==> src/rtl/bp_me_fwd_rev_steer.sv <==
// Address-window steering stage: mem_fwd streams go to the device or loopback port,
// and mem_rev streams from both ports are merged upstream with per-message locking and round-robin.
module bp_me_fwd_rev_steer #(
  parameter int                       paddr_width_p          = 40,
  parameter int                       bedrock_fill_width_p   = 64,
  parameter int                       cce_block_width_p      = 512,
  parameter int                       mem_fwd_header_width_p = 64,
  parameter int                       mem_rev_header_width_p = 64,
  parameter logic [15:0]              fwd_stream_mask_p      = 16'h002A,
  parameter logic [15:0]              rev_stream_mask_p      = 16'h0025,
  parameter logic [paddr_width_p-1:0] dev_base_addr_p        = '0,
  parameter logic [paddr_width_p-1:0] dev_mask_p             = '0
) (
  input  logic                              clk_i,
  input  logic                              reset_i,

  input  logic [mem_fwd_header_width_p-1:0] mem_fwd_header_i,
  input  logic [bedrock_fill_width_p-1:0]   mem_fwd_data_i,
  input  logic                              mem_fwd_v_i,
  output logic                              mem_fwd_ready_and_o,

  output logic [mem_rev_header_width_p-1:0] mem_rev_header_o,
  output logic [bedrock_fill_width_p-1:0]   mem_rev_data_o,
  output logic                              mem_rev_v_o,
  input  logic                              mem_rev_ready_and_i,

  output logic [mem_fwd_header_width_p-1:0] dev_fwd_header_o,
  output logic [bedrock_fill_width_p-1:0]   dev_fwd_data_o,
  output logic                              dev_fwd_v_o,
  input  logic                              dev_fwd_ready_and_i,

  input  logic [mem_rev_header_width_p-1:0] dev_rev_header_i,
  input  logic [bedrock_fill_width_p-1:0]   dev_rev_data_i,
  input  logic                              dev_rev_v_i,
  output logic                              dev_rev_ready_and_o,

  output logic [mem_fwd_header_width_p-1:0] lb_fwd_header_o,
  output logic [bedrock_fill_width_p-1:0]   lb_fwd_data_o,
  output logic                              lb_fwd_v_o,
  input  logic                              lb_fwd_ready_and_i,

  input  logic [mem_rev_header_width_p-1:0] lb_rev_header_i,
  input  logic [bedrock_fill_width_p-1:0]   lb_rev_data_i,
  input  logic                              lb_rev_v_i,
  output logic                              lb_rev_ready_and_o
);

  localparam int max_beats_lp = cce_block_width_p / bedrock_fill_width_p;
  localparam int cnt_w_lp     = $clog2(max_beats_lp) + 1;
  // Header layout: [3:0] msg_type, [7:4] subop, addr at [8 +: paddr], size right above addr.
  localparam int addr_off_lp  = 8;
  localparam int size_off_lp  = addr_off_lp + paddr_width_p;

  typedef enum logic {e_idle, e_locked} state_e;

  function automatic logic [cnt_w_lp-1:0] f_beats(input logic [3:0]  msg_type,
                                                 input logic [2:0]  size,
                                                 input logic [15:0] stream_mask);
    logic [31:0] w_bits;
    logic [31:0] w_n;
    // NOTE: every local gets a value on every path, so no storage is implied when used in logic.
    w_bits = 32'd8 << size;
    w_n    = w_bits / 32'(bedrock_fill_width_p);
    if (!stream_mask[msg_type] || (w_n == 32'd0)) w_n = 32'd1;
    else if (w_n > 32'(max_beats_lp))             w_n = 32'(max_beats_lp);
    return cnt_w_lp'(w_n);
  endfunction

  // ---------------- forward path ----------------
  state_e                r_fwd_state;
  logic                  r_fwd_to_dev;
  logic [cnt_w_lp-1:0]   r_fwd_cnt;
  logic                  w_fwd_hit;
  logic                  w_fwd_to_dev;
  logic                  w_fwd_hs;
  logic [cnt_w_lp-1:0]   w_fwd_beats;

  assign w_fwd_hit    = (mem_fwd_header_i[addr_off_lp +: paddr_width_p] & dev_mask_p) == dev_base_addr_p;
  assign w_fwd_to_dev = (r_fwd_state == e_locked) ? r_fwd_to_dev : w_fwd_hit;
  assign w_fwd_beats  = f_beats(mem_fwd_header_i[3:0], mem_fwd_header_i[size_off_lp +: 3], fwd_stream_mask_p);

  assign dev_fwd_header_o    = mem_fwd_header_i;
  assign dev_fwd_data_o      = mem_fwd_data_i;
  assign lb_fwd_header_o     = mem_fwd_header_i;
  assign lb_fwd_data_o       = mem_fwd_data_i;
  assign dev_fwd_v_o         = ~reset_i & mem_fwd_v_i &  w_fwd_to_dev;
  assign lb_fwd_v_o          = ~reset_i & mem_fwd_v_i & ~w_fwd_to_dev;
  assign mem_fwd_ready_and_o = ~reset_i & (w_fwd_to_dev ? dev_fwd_ready_and_i : lb_fwd_ready_and_i);
  assign w_fwd_hs            = mem_fwd_v_i & mem_fwd_ready_and_o;

  // NOTE: state registers use non-blocking assignments so every flop samples pre-edge values.
  always_ff @(posedge clk_i) begin
    if (reset_i) begin
      r_fwd_state  <= e_idle;
      r_fwd_to_dev <= 1'b0;
      r_fwd_cnt    <= '0;
    end else if (w_fwd_hs) begin
      if (r_fwd_state == e_idle) begin
        if (w_fwd_beats > cnt_w_lp'(1)) begin
          r_fwd_state  <= e_locked;
          r_fwd_cnt    <= w_fwd_beats - cnt_w_lp'(1);
          r_fwd_to_dev <= w_fwd_hit;
        end
      end else begin
        r_fwd_cnt <= r_fwd_cnt - cnt_w_lp'(1);
        if (r_fwd_cnt == cnt_w_lp'(1)) r_fwd_state <= e_idle;
      end
    end
  end

  // ---------------- reverse path ----------------
  state_e                r_rev_state;
  logic                  r_rev_grant_lb;
  logic                  r_rr;
  logic [cnt_w_lp-1:0]   r_rev_cnt;
  logic                  w_rev_grant_lb;
  logic                  w_rev_hs;
  logic [cnt_w_lp-1:0]   w_rev_beats;

  // r_rr = 0 prefers the device when both sources are valid.
  assign w_rev_grant_lb = (r_rev_state == e_locked) ? r_rev_grant_lb
                        : ((dev_rev_v_i & lb_rev_v_i) ? r_rr : lb_rev_v_i);

  assign mem_rev_header_o    = w_rev_grant_lb ? lb_rev_header_i : dev_rev_header_i;
  assign mem_rev_data_o      = w_rev_grant_lb ? lb_rev_data_i   : dev_rev_data_i;
  assign mem_rev_v_o         = ~reset_i & (w_rev_grant_lb ? lb_rev_v_i : dev_rev_v_i);
  assign dev_rev_ready_and_o = ~reset_i & ~w_rev_grant_lb & mem_rev_ready_and_i;
  assign lb_rev_ready_and_o  = ~reset_i &  w_rev_grant_lb & mem_rev_ready_and_i;
  assign w_rev_hs            = mem_rev_v_o & mem_rev_ready_and_i;
  assign w_rev_beats         = f_beats(mem_rev_header_o[3:0], mem_rev_header_o[size_off_lp +: 3], rev_stream_mask_p);

  always_ff @(posedge clk_i) begin
    if (reset_i) begin
      r_rev_state    <= e_idle;
      r_rev_grant_lb <= 1'b0;
      r_rr           <= 1'b0;
      r_rev_cnt      <= '0;
    end else if (w_rev_hs) begin
      if (r_rev_state == e_idle) begin
        if (w_rev_beats > cnt_w_lp'(1)) begin
          r_rev_state    <= e_locked;
          r_rev_cnt      <= w_rev_beats - cnt_w_lp'(1);
          r_rev_grant_lb <= w_rev_grant_lb;
        end else begin
          r_rr <= ~w_rev_grant_lb;
        end
      end else begin
        r_rev_cnt <= r_rev_cnt - cnt_w_lp'(1);
        if (r_rev_cnt == cnt_w_lp'(1)) begin
          r_rev_state <= e_idle;
          r_rr        <= ~r_rev_grant_lb;
        end
      end
    end
  end

endmodule
==> config.mk <==
export PLATFORM = sky130hd
export DESIGN_NAME = bp_me_fwd_rev_steer
export DESIGN_NICKNAME = d
export VERILOG_FILES = /design/src/rtl/bp_me_fwd_rev_steer.sv
export SDC_FILE = /design/constraint.sdc
export NUM_CORES = 1
export LEC_CHECK = 0
export ABC_AREA = 1
export CORE_AREA = 2 2 308 310
export DETAILED_ROUTE_END_ITERATION = 8
export DIE_AREA = 0 0 310 312
export MAX_ROUTING_LAYER = met4
export PLACE_DENSITY = 0.32
export REMOVE_ABC_BUFFERS = 1
export SLEW_MARGIN = 25
export SYNTH_ARGS = -nofsm -noshare
export SYNTH_HDL_FRONTEND = slang
export SYNTH_SLANG_ARGS = --single-unit
==> constraint.sdc <==
create_clock -name clk_i -period 3.2 [get_ports clk_i]
set_input_delay 0.32 -clock clk_i [delete_from_list [all_inputs] [get_ports clk_i]]
set_output_delay 0.32 -clock clk_i [all_outputs]
set_load 0.01 [all_outputs]
# == Word-level counts from Yosys, hierarchy flattened ==
# Memories as Yosys holds them, arrays and structs flattened.
# Index checks and enable logic that the tools add are counted.
# word_totals
n_memories,2
rom_bits,32
elab_cells,82
ff_bits,13
inputBits,392
# memory_table
memory,depth,word_bits,rd,rd_clocked_by_memory_dff,wr,line,rtl
(no name shown),16,1,1,0,0,64,if (!stream_mask[msg_type] || (w_n == 32'd0)) w_n = 32'd1;
(no name shown),16,1,1,0,0,64,
# op_classes
n_bitwise,18
mux,26
shift,2
n_reduce_logical,13
order_cmp,6
n_addsub,4
n_eq_ne,4
# ops
cell,n
$mux 64,2
$logic_not 32->1,2
$shl 4x3->32 const A,2
$gt 26x4->1 const B,2
$mux 4,8
$mux 1,16
$sub 4x1->4 const B,4
$and 1x1->1,12
$lt 4x5->1 const B,2
$reduce_and 3->1,3
$eq 4x1->1 const B,2
$gt 4x1->1 const B,2
$not 1->1,6
$reduce_and 2->1,2
$reduce_bool 2->1,2
$logic_not 1->1,2
$logic_or 1x1->1,2
$ne 2x1->1 const B,1
$ne 2x2->1 const B,1

# == Longest topological paths before layout ==
# Gate-level depths: netlist of run 1.
# depth
word_depth,12
depth_mapped,20
mapped_depth_nobuf,19

# == Least setup slack after synthesis of run 1 ==
# OpenSTA, ideal clock, no wires.
# synth_path
kind,flip-flop to flip-flop
from,register r_rev_state
to,register r_rev_cnt[2]
t_required_ns,3.133
period_less_slack_ns,2.366
setup_ns,0.067
path_stages_with_launch,20
t_arrival_ns,2.298
setup_slack_ns,0.834
path_cell_list,dfxtp_1 > buf_6 > nor2_4 > nand2_4 > nand2_4 > buf_6 > nand2_1 > nand2_2 > nand2_1 > nand2_2 > inv_1 > nor2_4 > nand3_1 > ha_1 > or2_2 > nand3_2 > nand2_4 > nor2_1 > nand2_1 > a21oi_2
# synth_via
elab_chain_len,10
elab_cells_between_ends,20
classes_between,1 x add/sub; 2 x order compare; 1 x shift; 8 x mux; 2 x bitwise; 5 x reduce/logical; 1 x memory
# synth_rtl
item,line,rtl
start: declaration,112,state_e r_rev_state;
start signal: assignment,134,r_rev_state <= e_idle;
start signal: assignment,141,r_rev_state <= e_locked;
start signal: assignment,150,r_rev_state <= e_idle;
$mux 1 *,121,assign w_rev_grant_lb = (r_rev_state == e_locked) ? r_rev_grant_lb
$mux 64 *,124,assign mem_rev_header_o = w_rev_grant_lb ? lb_rev_header_i : dev_rev_header_i;
net mem_rev_header_o[0],22,"output logic [mem_rev_header_width_p-1:0] mem_rev_header_o,"
$mem_v2 16x1 *,n/a,
$mux 1 (not written as such) *,64,
$logic_not 1->1 *,64,
$logic_or 1x1->1 *,64,
$mux 4 *,64,
$sub 4x1->4 / $gt 4x1->1 (equally long branches),"142, 140",
$mux 4 / $reduce_bool 2->1 (equally long branches),n/a,
$mux 4 / $reduce_and 2->1 (equally long branches),n/a,
end signal: assignment,142,r_rev_cnt <= w_rev_beats - cnt_w_lp'(1);
end signal: assignment,148,r_rev_cnt <= r_rev_cnt - cnt_w_lp'(1);
end: declaration,115,logic [cnt_w_lp-1:0] r_rev_cnt;
# Mark *: on every way through the listed nets, which the timed path passes. The rest lies on a longest branch. The select of a mux whose other input is x is not followed.
# A chain may end at the register's enable or synchronous reset.

# == Final worst setup path of run 1 ==
# layout_path
from,input lb_rev_v_i
to,output mem_rev_data_o[58]
# layout_via
elab_chain_len,4
# layout_rtl
item,line,rtl
start: declaration,44,"input logic lb_rev_v_i,"
$and 1x1->1,122,: ((dev_rev_v_i & lb_rev_v_i) ? r_rr : lb_rev_v_i);
$mux 1 *,122,
$mux 1 *,121,
$mux 64 *,125,assign mem_rev_data_o = w_rev_grant_lb ? lb_rev_data_i : dev_rev_data_i;
end: declaration,23,"output logic [bedrock_fill_width_p-1:0] mem_rev_data_o,"
# Mark *: on every way between the ends. The rest lies on a longest branch, timed or not.

==> results of run 1 <==
[Yosys cell counts (all sizes together)]
cell type and n:
dfxtp 13, o22ai 1, clkbuf 15, ha 8, o21ai 9, o21a 1
inv 35, nand4 3, a211oi 2, nor2 18, a21oi 13, a311oi 1
nand2 422, buf 271, nor3 6, or2 3, a21o 1, nand3b 5
o31ai 1, nand3 14, xor2 1, nor3b 1
[cell usage in the layout (no fill, tap or decap), types with 2 or more instances in the layout]
master / instances
dfxtp_1: 13
nand4_1: 3
nor2_4: 2
clkbuf_16: 3
or2_2: 3
inv_2: 2
nand2_1: 411
a21oi_1: 11
o21ai_0: 7
buf_4: 15
nor3_1: 6
nand2_2: 8
nand3b_1: 5
nor2_1: 15
inv_1: 32
nand3_1: 12
diode_2: 9
a211oi_1: 2
nand3_2: 2
buf_12: 78
nand2_4: 2
a21oi_2: 2
ha_1: 8
clkdlybuf4s50_1: 332
[power groups by stage]
| stage | Sequential (mW) | Combinational (mW) | Clock (mW) |
|---|---|---|---|
| after floorplan | 0.174 | 0.365 | 0 |
| after global placement | 0.175 | 1.77 | 0 |
| after detailed placement | 0.175 | 1.76 | 0 |
| after CTS | 0.172 | 1.79 | 0.238 |
| after global routing | 0.173 | 1.86 | 0.252 |
| final | 0.172 | 1.71 | 0.234 |
[cells by family after synthesis]
family,Yosys count
compound gates,29
fa+ha+maj,8
flops,13
xor+xnor,1
simple gates,472
buf+inv,321
[worst reg2reg max path, delay by kind of cell, from the launching register on]
family          cells  cell delay, ns
simple gates       13            1.69
buf+inv             2            0.14
flops               1            0.51
compound gates      1            0.04
fa+ha+maj           1            0.24
[worst min-delay path by stage]
| stage | to | slack (ns) | startpoint |
|---|---|---|---|
| 2_1_floorplan | r_rev_cnt[2] | 0.38 | reset_i |
| 3_3_place_gp | r_fwd_to_dev | 0.44 | r_fwd_to_dev |
| 4_1_cts | r_fwd_to_dev | 0.45 | r_fwd_to_dev |
| 3_5_place_dp | r_fwd_to_dev | 0.45 | r_fwd_to_dev |
| 5_1_grt | r_fwd_to_dev | 0.48 | r_fwd_to_dev |
| 6_report | r_fwd_to_dev | 0.45 | r_fwd_to_dev |
[routing by layer]
metal	vias to the layer above	routed length [um]	track usage, %
li1	2588	-	-
met1	2725	35530	20.46
met2	994	34170	24.09
met3	35	22700	20.42
met4	0	1270	2.350
met5	-	0	-
[state kept, by name (all words and copies together) (netlist names)]
name            flops
r_fwd_cnt           4
r_rev_cnt           4
r_fwd_state         1
r_fwd_to_dev        1
r_rev_grant_lb      1
r_rev_state         1
r_rr                1
[through the flow]
step                instance area, sq um  utilization [%]  hold WS [ns]
floorplan                           2580                -        0.3824
global placement                    9158            9.842        0.4426
detailed placement                  9158            9.842        0.4459
CTS                                 9236            9.926        0.4522
global route                        9251            9.942        0.4810
finish                              9259            9.951        0.4547
[layout make-up]
class,count,share of cell area (%)
Sequential cell,13,2.811
Clock buffer,4,0.8514
Timing Repair Buffer,425,53.97
Inverter,35,1.446
Multi-Input combinational cell,510,23.73
Tap cell,1254,16.95
Antenna cell,9,0.2432
==> impl_metrics.tcl, run 1 <==
set metrics [dict create \
    yosys_warnings 0 \
    reg2reg_from "r_rev_state" \
    slew_headroom_pct 53.94 \
    worstSetupStartpoint "lb_rev_v_i" \
    power_leakage_nw 3.803 \
    cp.depth 9 \
    ir_worst_vdd_uv 178.2 \
    io_buffers 418 \
    p_clk_share_pct 11.1 \
    synth_adder_area_share_pct 2.156 \
    ant_nets 0 \
    synth_xor_area_share_pct 0.1886 \
    synth.distinct_cells 34 \
    crit_fanout 101 \
    crit_end "mem_rev_data_o[58]" \
    ff_latch_area_sq_um 260.3 \
    fp.dieArea_sq_mm 0.09672 \
    cts_sinks 13 \
    ys_seq_elements 13 \
    rr_worst_depth 17 \
    die_w_um 310 \
    yosysTopAreaCell "buf_4" \
    fin_setup_tns_ns 0 \
    skew_ns 0.0009028 \
    htreeDepth 1 \
    dp_hpwl_mm 82.67 \
    die_h_um 312 \
    drive_above_1_share_pct 12.36 \
    cts_buffers 3 \
    antenna_found_initial 16 \
    internal_power_mw 1.200 \
    power_mw 2.120 \
    wl_mm 93.67 \
    maxCapViolations 0 \
    fin_cells 2250 \
    cts_resized 0 \
    num-fill-cells 10999 \
    finalHoldViolCount 0 \
    syn_inst 844 \
    fmax_mhz 325.0 \
    cts_root_buffer "clkbuf_16" \
    coreArea_sq_mm 0.09305 \
    worstPathArrival_ns 2.76 \
    initial_utilization_pct 4.990 \
    route.detailed.drc 0 \
    fin_ws_ns 0.1227 \
    swShare_pct 43.40 \
    num_rows 112 \
    place_congestion 0.7650 \
    gr-usage-all-layers_pct 19.07 \
    worstSetupPathType "primary input to output port" \
    power_density_mw_per_mm2 229.0 \
    vias_per_cell 2.819 \
    dp_slack_ns 0.1836 \
    required_ns 2.88 \
    cp-start-kind "primary input" \
    power_frac_comb_pct 80.8 \
    yosys.area_share.simple_pct 41.01 \
    fin_nets 1388 \
    grt_pass1_wl_mm 107.0 \
    clockBufferDepth 2 \
    slew_viol_final 0 \
    avgRoutedWirePerCell_um 41.63 \
    pwr-share-seq_pct 8.1 \
    cp_top_family "buffers and inverters" \
    status "finished clean" \
    first_pass_iters 5 \
    cp_num_buf_inv 4 \
    synth_compound_area_share_pct 3.773 \
    clk_pin_slew_ns 0.05 \
    grt_overflow_total 0 \
    grt_setup_unrepaired "no" \
    routed-via-count 6342 \
    cp_slowest_cell "clkdlybuf4s50_1" \
    min_delay_path_depth 2 \
    finalSetupViolCount 0 \
    seq_area_frac_synth_pct 5.605 \
    post-route-min-period_ns 3.077 \
    synth_top_family_by_area "buffers and inverters" \
    p_sw_mw 0.9200 \
    yosys-top-cells-area "buf_4 42%, nand2_1 33%, dfxtp_1 5.6%" \
    syn2layout_area_growth_pct 99.41 \
    worst_slew_pin_slew_ns 0.6909 \
    synth.avg_cell_area_sq_um 5.501 \
    cts_tree "done" \
    hold_class "flop to flop" \
    path_cells "clkdlybuf4s50_1 -> inv_1 -> nor2_4 -> nand2_4 -> nand2_8 -> buf_12 -> nand2_1 -> nand2_1 -> clkdlybuf4s50_1" \
    synthMuxAreaShare_pct 0 \
    multi_input_comb_area_sq_mm 0.002197 \
    slowest_delay_ns 0.59 \
    io_pins 782 \
    endpoint_kind "output port" \
    clock_latency_ns 0.24 \
    ctsHoldBuffers 0 \
    synth.top_cell.area_share_pct 41.55 \
    dp.cells 2237 \
    period_share_pct 96.17 \
    r2r-end "r_rev_cnt[0]" \
    rrSetupSlack_ns 0.48 \
    cts_setup_buffers 0 \
    first_iter_violations 504 \
    grt_max_degree 102 \
    grt_pass1_vias 6189 \
    syn-cell-area_sq_mm 0.004643 \
]
Note: power is estimated with default switching activity, not from simulation.
==> inputs of run 2 (changes only) <==
Settings changed: CELL_PAD_IN_SITES_DETAIL_PLACEMENT set to 1, CELL_PAD_IN_SITES_GLOBAL_PLACEMENT set to 1, CORE_AREA 2 2 308 310 to 2 2 306 308, DIE_AREA 0 0 310 312 to 0 0 308 310, DONT_BUFFER_PORTS set to 1, PLACE_DENSITY 0.32 to 0.3.
==> impl_metrics.tcl, run 2 (synthesis results as in run 1) <==
set metrics [dict create \
    clock_latency_ns 0.24 \
    syn2layout_area_growth_pct -0.7276 \
    cts_root_buffer "clkbuf_16" \
    slew_viol_final 0 \
    vias_per_cell 2.701 \
    endpoint_kind "flop" \
    grt_pass1_wl_mm 101.8 \
    worstPathArrival_ns 2.98 \
    cts_resized 0 \
    first_pass_iters 5 \
    io_buffers 0 \
    fp.dieArea_sq_mm 0.09548 \
    avgRoutedWirePerCell_um 50.71 \
    io_pins 782 \
    mostFrequentLayoutCells "411 x nand2_1, 45 x buf_4, 32 x inv_1, 15 x nor2_1, 13 x dfxtp_1" \
    finalSetupViolCount 0 \
    clockBufferDepth 2 \
    ir_worst_vdd_uv 196.6 \
    cts_buffers 3 \
    num_rows 112 \
    cpMostUsedCell "nand2_1" \
    fin_nets 1012 \
    slew_headroom_pct 53.40 \
    reg_top3 "r_fwd_cnt: 4 flops, r_rev_cnt: 4 flops" \
    skew_ns 0.002762 \
    routed-via-count 4908 \
    cp_num_buf_inv 1 \
    power_leakage_nw 1.968 \
    period_share_pct 87.55 \
    grt_max_degree 68 \
    ant_nets 0 \
    power_density_mw_per_mm2 284.1 \
    first_iter_violations 413 \
    fmax_mhz 357.0 \
    post-route-min-period_ns 2.801 \
    gr-usage-all-layers_pct 18.97 \
    hold_class "primary input to flop" \
    worstSetupPathType "flop to flop" \
    clk_pin_slew_ns 0.05 \
    utilization_pct 4.984 \
    finalHoldViolCount 0 \
    worst_slew_pin_slew_ns 0.6990 \
    dp_hpwl_mm 84.61 \
    wl_mm 92.15 \
    fin_setup_tns_ns 0 \
    grt_overflow_total 0 \
    htreeDepth 1 \
    path_cells "nand2_2 -> nand2_8 -> nand2_1 -> nand2_2 -> nand2_1 -> nand2_2 -> inv_1 -> nor2_4 -> nand3_1 -> ha_1 -> or2_2 -> nand3_2 -> nand2_1 -> nand2_1 -> nand2_1 -> a21oi_1" \
    maxCapViolations 0 \
    required_ns 3.38 \
    cts_setup_buffers 0 \
    cp-start-kind "flop" \
    antenna_found_initial 7 \
    cp_slowest_cell "dfxtp_1" \
    rrSetupSlack_ns 0.40 \
    crit_fanout 23 \
    ctsHoldBuffers 0 \
    cts_sinks 13 \
    grt_pass1_vias 4512 \
    drive_above_1_share_pct 12.93 \
    die_w_um 308 \
    place_congestion 0.8352 \
    route.detailed.drc 0 \
    cts_tree "done" \
    status "finished clean" \
    cp_top_family "simple AND/OR/NAND/NOR gates" \
    layout_commonest_cell "nand2_1" \
    coreArea_sq_mm 0.09249 \
    initial_utilization_pct 5.020 \
    slowest_delay_ns 0.50 \
    die_h_um 310 \
    grt_setup_unrepaired "no" \
]
## run 2: through the flow
| step | area (sq um) | setup WS (ns) | std cells | hold WS [ns] | power [mW] |
|---|---|---|---|---|---|
| after CTS | 4587 | 0.3584 | 1808 | 0.1230 | 1.385 |
| after global routing | 4607 | 0.1043 | 1816 | 0.1200 | 1.426 |
| after global placement | 4507 | 0.4139 | 1804 | 0.3878 | 1.129 |
| after floorplan | 2580 | -0.1135 | 558 | 0.3824 | 0.5386 |
| final | 4609 | 0.3986 | 1817 | 0.1364 | 1.309 |
| after detailed placement | 4507 | 0.3844 | 1804 | 0.3872 | 1.131 |
## run 2: layer usage
metal	global-route usage, %	wire length [um]	vias up
met5	-	0	-
li1	-	-	1834
met3	20.56	21750	31
met4	1.350	758	0
met2	28.52	39650	891
met1	16.90	29990	2152
## run 2: power breakdown
group	switching [mW]	internal [mW]	total (mW)
sequential	0.00516	0.167	0.172
clock	0.0792	0.167	0.246
combinational	0.701	0.190	0.891
## run 2: layout make-up
class                           instances  area (sq um)
Sequential cell                        13         260.3
Tap cell                             1197          1498
Fill cell                           11334         87880
Clock inverter                          1         5.005
Clock buffer                            3         75.07
Timing Repair Buffer                   49         417.9
Inverter                               35         133.9
Multi-Input combinational cell        510          2197
Antenna cell                            9         22.52
## run 2: worst register-to-register path, cell delays in order (launching register included)
cell and delay, ns:
dfxtp_1 0.50, nand2_2 0.25, nand2_8 0.25, nand2_1 0.10, nand2_2 0.12, nand2_1 0.08
nand2_2 0.08, inv_1 0.07, nor2_4 0.13, nand3_1 0.13, ha_1 0.25, or2_2 0.32
nand3_2 0.11, nand2_1 0.08, nand2_1 0.08, nand2_1 0.06, a21oi_1 0.12
## run 2: worst paths after layout
| check | from | to | cells past startpoint |
|---|---|---|---|
| hold reg to reg | r_fwd_to_dev | r_fwd_to_dev | 2 |
| setup / recovery | r_rev_state | r_rr | 16 |
| hold / removal | reset_i | r_rev_cnt[2] | 1 |
| setup reg to reg | r_rev_state | r_rr | 16 |
==> inputs of run 3 (changes only) <==
Settings changed: CTS_CLUSTER_SIZE set to 20.
==> results of run 3 <==
Final layout, timing and power as in run 2 (identical DEF).
